==> src/rtl/tone_pkg.sv <==
// tone_pkg: shared constants and types for the sweep tone channel.
package tone_pkg;
    localparam int DUTY_W = 2;
    localparam int STEP_W = 3;
    typedef enum logic {SWEEP_ADD = 1'b0, SWEEP_SUB = 1'b1} sweep_mode_e;
    localparam logic [3:0][7:0] DUTY_LUT = {8'b1111_1100, 8'b0000_1111, 8'b0000_0011, 8'b0000_0001};
endpackage

==> src/rtl/sweep_unit.sv <==
// sweep_unit: sweep tick synchroniser, rate divider and next-period target.
module sweep_unit
    import tone_pkg::*;
#(
    parameter int PERIOD_W = 11,
    parameter int SHIFT_W  = 3,
    parameter int RATE_W   = 3
) (
    input  logic                clk,
    input  logic                reset,
    input  logic                iSweep_clk,
    input  logic                iSweep_mode,
    input  logic [SHIFT_W-1:0]  iSweep_shift,
    input  logic [RATE_W-1:0]   iSweep_rate,
    input  logic                iSweep_restart,
    input  logic                iPeriod_load,
    input  logic [PERIOD_W-1:0] cur_period_i,
    output logic                update_o,
    output logic [PERIOD_W-1:0] target_o,
    output logic                ovf_o
);
    logic s1_q, s2_q, prev_q, tick;
    logic [RATE_W-1:0] div_q, div_d;
    logic [PERIOD_W:0] cur_x, delta, target;
    always_comb begin
        tick     = s2_q & ~prev_q;
        cur_x    = {1'b0, cur_period_i};
        delta    = cur_x >> iSweep_shift;
        target   = (iSweep_mode == SWEEP_SUB) ? cur_x - delta : cur_x + delta;
        // load and restart both swallow a coincident tick
        div_d    = (iPeriod_load | iSweep_restart) ? iSweep_rate :
                   !tick ? div_q :
                   (div_q == '0) ? iSweep_rate : div_q - RATE_W'(1);
        update_o = tick & ~iPeriod_load & ~iSweep_restart & (div_q == '0);
        ovf_o    = (iSweep_mode == SWEEP_ADD) & target[PERIOD_W];
        target_o = target[PERIOD_W-1:0];
    end
    always_ff @(posedge clk or posedge reset) begin
        if (reset) begin
            s1_q   <= 1'b0;
            s2_q   <= 1'b0;
            prev_q <= 1'b0;
            div_q  <= '0;
        end else begin
            s1_q   <= iSweep_clk;
            s2_q   <= s1_q;
            prev_q <= s2_q;
            div_q  <= div_d;
        end
    end
endmodule

==> src/rtl/sweep_tone_gen.sv <==
// sweep_tone_gen: square-wave tone channel with duty sequencer and frequency sweep.
module sweep_tone_gen
    import tone_pkg::*;
#(
    parameter int PERIOD_W     = 11,
    parameter int SHIFT_W      = 3,
    parameter int RATE_W       = 3,
    parameter int MIN_PERIOD   = 8,
    parameter int RESET_PERIOD = 0
) (
    input  logic                clk,
    input  logic                reset,
    input  logic [PERIOD_W-1:0] iPeriod,
    input  logic                iPeriod_load,
    input  logic [DUTY_W-1:0]   iDuty,
    input  logic                iSweep_clk,
    input  logic                iSweep_enable,
    input  logic                iSweep_mode,
    input  logic [SHIFT_W-1:0]  iSweep_shift,
    input  logic [RATE_W-1:0]   iSweep_rate,
    input  logic                iSweep_restart,
    output logic                oData,
    output logic                oMute,
    output logic [PERIOD_W-1:0] oPeriod
);
    logic [PERIOD_W-1:0] cur_q, cur_d, timer_q, timer_d, target;
    logic [STEP_W-1:0] step_q, step_d;
    logic data_q, data_d, mute, ovf, update;
    sweep_unit #(
        .PERIOD_W(PERIOD_W),
        .SHIFT_W (SHIFT_W),
        .RATE_W  (RATE_W)
    ) u_sweep (
        .clk           (clk),
        .reset         (reset),
        .iSweep_clk    (iSweep_clk),
        .iSweep_mode   (iSweep_mode),
        .iSweep_shift  (iSweep_shift),
        .iSweep_rate   (iSweep_rate),
        .iSweep_restart(iSweep_restart),
        .iPeriod_load  (iPeriod_load),
        .cur_period_i  (cur_q),
        .update_o      (update),
        .target_o      (target),
        .ovf_o         (ovf)
    );
    always_comb begin
        mute    = (cur_q < PERIOD_W'(MIN_PERIOD)) | ovf;
        cur_d   = iPeriod_load ? iPeriod :
                  (update & iSweep_enable & (|iSweep_shift) & ~mute) ? target : cur_q;
        // reload uses the period in force now; a sweep update shows on the next reload
        timer_d = iPeriod_load ? iPeriod : (timer_q == '0) ? cur_q : timer_q - PERIOD_W'(1);
        step_d  = iPeriod_load ? '0 : (timer_q == '0) ? step_q + STEP_W'(1) : step_q;
        data_d  = DUTY_LUT[iDuty][step_q] & ~mute;
    end
    always_ff @(posedge clk or posedge reset) begin
        if (reset) begin
            cur_q   <= PERIOD_W'(RESET_PERIOD);
            timer_q <= PERIOD_W'(RESET_PERIOD);
            step_q  <= '0;
            data_q  <= 1'b0;
        end else begin
            cur_q   <= cur_d;
            timer_q <= timer_d;
            step_q  <= step_d;
            data_q  <= data_d;
        end
    end
    assign oData   = data_q;
    assign oMute   = mute;
    assign oPeriod = cur_q;
endmodule

==> config.mk <==
export PLATFORM = sky130hd
export DESIGN_NAME = sweep_tone_gen
export DESIGN_NICKNAME = d
export VERILOG_FILES = /design/src/rtl/tone_pkg.sv /design/src/rtl/sweep_unit.sv /design/src/rtl/sweep_tone_gen.sv
export SDC_FILE = /design/constraint.sdc
export NUM_CORES = 1
export LEC_CHECK = 0
export CAP_MARGIN = 20
export CORE_ASPECT_RATIO = 0.75
export CORE_UTILIZATION = 56
export DETAILED_ROUTE_END_ITERATION = 6
export GPL_TIMING_DRIVEN = 0
export PLACE_DENSITY_LB_ADDON = 0.08
export SLEW_MARGIN = 20
export SYNTH_ARGS = -nofsm -noshare
export SYNTH_HDL_FRONTEND = slang
export SYNTH_SLANG_ARGS = --single-unit
==> constraint.sdc <==
create_clock -name clk -period 6.4 [get_ports clk]
set_input_delay 0.96 -clock clk [delete_from_list [all_inputs] [get_ports clk]]
set_output_delay 0.96 -clock clk [all_outputs]
set_load 0.02 [all_outputs]
==> flow_summary.yaml <==
flow_run:
  maxCapViolations: 0
run_status:
  outcome: "complete, no violations"
layout:
  area_growth_pct: 19.2
  postLayoutCoreUtil_pct: 70.8
  layout_commonest_cell: "nor2_1"
  finalNetCount: 426
  drive_gt1_share_pct: 9.16
  antenna_cells: 0
  final_cell_mix: "nor2_1 (35), clkdlybuf4s50_1 (34), dfrtp_1 (32)"
yosys:
  synth-edff-count: 0
  ys_ff_latch: 32
  synth-main-ff-cell: "dfrtp_1"
  async_reset_ff_share_pct: 100
  yosys_warnings: 0
  yosysSeqAreaShare_pct: 27.1
  synthCells: 338
  ys_types: 57
  syn_area_per_cell_um2: 8.75
  syn-cell-area_um2: 2960
  mappedNetlistNets: 383
clock_tree:
  cts_tree: "done"
  root_buffer: "clkbuf_8"
  clkSinkCount: 32
  cts_buffers: 5
  postCtsSetupBuffers: 0
  clk_path_buf_depth: 2
  insertion_delay_ns: 0.29
  cts_hold_buf: 0
  clk_pin_slew_ns: 0.06
  htreeDepth: 2
power:
  p_per_area_nw_per_um2: 447
  ir_drop_mv: 0.209
  leakagePower_nw: 1.49
routing:
  vias: 2690
  routed_wl_um: 7640
  dr.pass1.iters: 5
  drc: 0
  first_iter_violations: 192
  vias_per_cell: 5.93
  avgRoutedWirePerCell_um: 16.8
  antenna_left: 0
floorplan:
  rows: 22
  die_area_um2: 5580
  die_y_um: 65.0
  start_util_pct: 59.4
  num_io_pins: 39
  die_w_um: 85.9
  fp.coreArea_um2: 4980
critical_path:
  startpoint_type: "primary input"
  path_cells: "buf_6 > clkbuf_1 > mux4_2 > mux2_2 > inv_1 > ha_1 > o21ai_1 > nor2b_1 > nor2_1 > xor2_1 > ha_1 > a2111o_1 > o2111ai_2 > o21ai_1 > xor2_1 > o21ai_0 > dlygate4sd2_1"
  critPathArrivalTime_ns: 5.05
  path_class: "in2out"
  cp.required_ns: 5.44
  crit_fanout: 10
  cp_slowest_cell: "mux4_2"
  max_stage_delay_ns: 0.43
  cp-end-kind: "output pin"
global_routing:
  grt_remaining_overflow: 0
  grt_pass1_wl_um: 12500
  grt_max_degree: 33
  grtUsageTotal_pct: 29.4
  grt_pass1_vias: 2566
  antenna_found_initial: 0
sta:
  hold_viol: 0
  fin_crit_ns: 6.01
  finalSetupViolCount: 0
  slew_violations: 0
  rsz0062_at_grt: "false"
  fmax_mhz: 167
  tightest_slew_ns: 0.824
  maxSlewHeadroom_pct: 44.5
  finalCritPeriodShare_pct: 93.8
  skew_ns: 0.0111
  fin_ws_ns: 0.394
placement:
  portBuffers: 36
  gp_congestion: 0.896
  dp_hpwl_um: 5790
  post-place-ws_ns: -0.247
worst_hold_path:
  min_path_type: "reg2reg"
-- final cells by class --
type                            count  area [µm²]
Buffer                             16        75.1
Clock buffer                        5        68.8
Clock inverter                      3        42.5
Fill cell                         412        1450
Inverter                           16        60.1
Multi-Input combinational cell    274        2030
Sequential cell                    32         801
Tap cell                           72        90.1
Timing Repair Buffer               36         362
-- cell usage after synthesis (all sizes together), types with 2 or more instances --
| cell | count | area share (%) |
|---|---|---|
| xnor2 | 12 | 3.6 |
| nor2b | 4 | 0.85 |
| xor2 | 14 | 4.1 |
| nor4 | 6 | 1.3 |
| inv | 16 | 2.0 |
| o21ai | 32 | 5.4 |
| nor4b | 2 | 0.59 |
| dfrtp | 32 | 27 |
| nand3 | 2 | 0.34 |
| mux2i | 11 | 3.7 |
| nand2b | 7 | 1.5 |
| or2 | 3 | 0.63 |
| o211ai | 3 | 0.76 |
| a211oi | 3 | 0.76 |
| a21o | 2 | 0.51 |
| o31ai | 5 | 1.3 |
| mux4 | 7 | 5.7 |
| nor2 | 35 | 4.4 |
| nor3b | 3 | 1.1 |
| nand2 | 31 | 3.9 |
| a21oi | 25 | 4.2 |
| nor3 | 9 | 1.7 |
| ha | 18 | 7.6 |
| clkbuf | 13 | 1.6 |
| a31oi | 4 | 0.85 |
| mux2 | 12 | 5.7 |
| o21a | 2 | 0.51 |
| o22ai | 2 | 0.42 |
| buf | 3 | 0.89 |
-- where the power goes --
group | total (mW) | internal [mW] | leakage, nW | switching [mW]
Clock | 0.199 | 0.115 | 0.0541 | 0.0836
Sequential | 0.352 | 0.253 | 0.386 | 0.0988
Combinational | 1.03 | 0.479 | 1.05 | 0.546
-- through the flow --
stage	cell area, µm²	hold WS (ns)	instances	total power [mW]	setup TNS [ns]
after floorplan	2960	0.331	338	1.06	0
after global placement	3410	0.335	446	1.33	-0.238
after detailed placement	3410	0.340	446	1.35	-0.247
after CTS	3520	0.355	454	1.55	0
after global routing	3530	0.358	454	1.69	0
final	3530	0.353	454	1.58	0
-- what timing repair did --
action | in CTS | in global routing
gates resized for setup | 1 | 4
endpoints found under the setup margin | 1 | 1
cloned | 0 | 0
-- registers in the layout (all words and copies together) (netlist names) --
register / cells
oData: 1
oPeriod: 11
step_q: 3
timer_q: 11
u_sweep.div_q: 3
u_sweep.prev_q: 1
u_sweep.s1_q: 1
u_sweep.s2_q: 1
-- routing by layer --
metal | track usage, % | routed length, µm
met2 | 44.5 | 3210
met1 | 43.3 | 3810
met4 | 3.96 | 25
met5 | 0 | 0
met3 | 7.13 | 589
-- worst paths after layout --
kind | depth (start not counted) | to | slack, ns | startpoint
max reg2reg | 16 | oPeriod[7] | 1.40 | oPeriod[7]
max in group asynchronous | 2 | oPeriod[8] | 4.86 | reset
max | 17 | oMute | 0.39 | iSweep_shift[0]
min in group asynchronous | 2 | oPeriod[7] | 1.10 | reset
min | 0 | u_sweep.s2_q | 0.35 | u_sweep.s1_q
min reg2reg | 0 | u_sweep.s2_q | 0.35 | u_sweep.s1_q
-- worst max-delay path: cells and delay by family --
kind,cells,cell delay [ns]
AO/OA/AOI/OAI,5,1.17
buffers and inverters,4,0.97
multiplexers,2,0.77
adder cells (fa/ha/maj),2,0.51
XOR/XNOR,2,0.47
AND/OR/NAND/NOR,2,0.22
-- cells by family (layout without fill, tap and decap cells) --
family | after synthesis | count (layout) | synth area share [%]
and+or+nand+nor | 110 | 110 | 18.6
AOI/OAI and AO/OA | 89 | 89 | 18.7
DFF | 32 | 32 | 27.1
buffers and inverters | 32 | 76 | 4.57
muxes | 30 | 30 | 15.1
xor gates and xnor gates | 26 | 26 | 7.70
adders and majority gates | 19 | 19 | 8.29
Note: power is estimated with default switching activity, not from simulation.
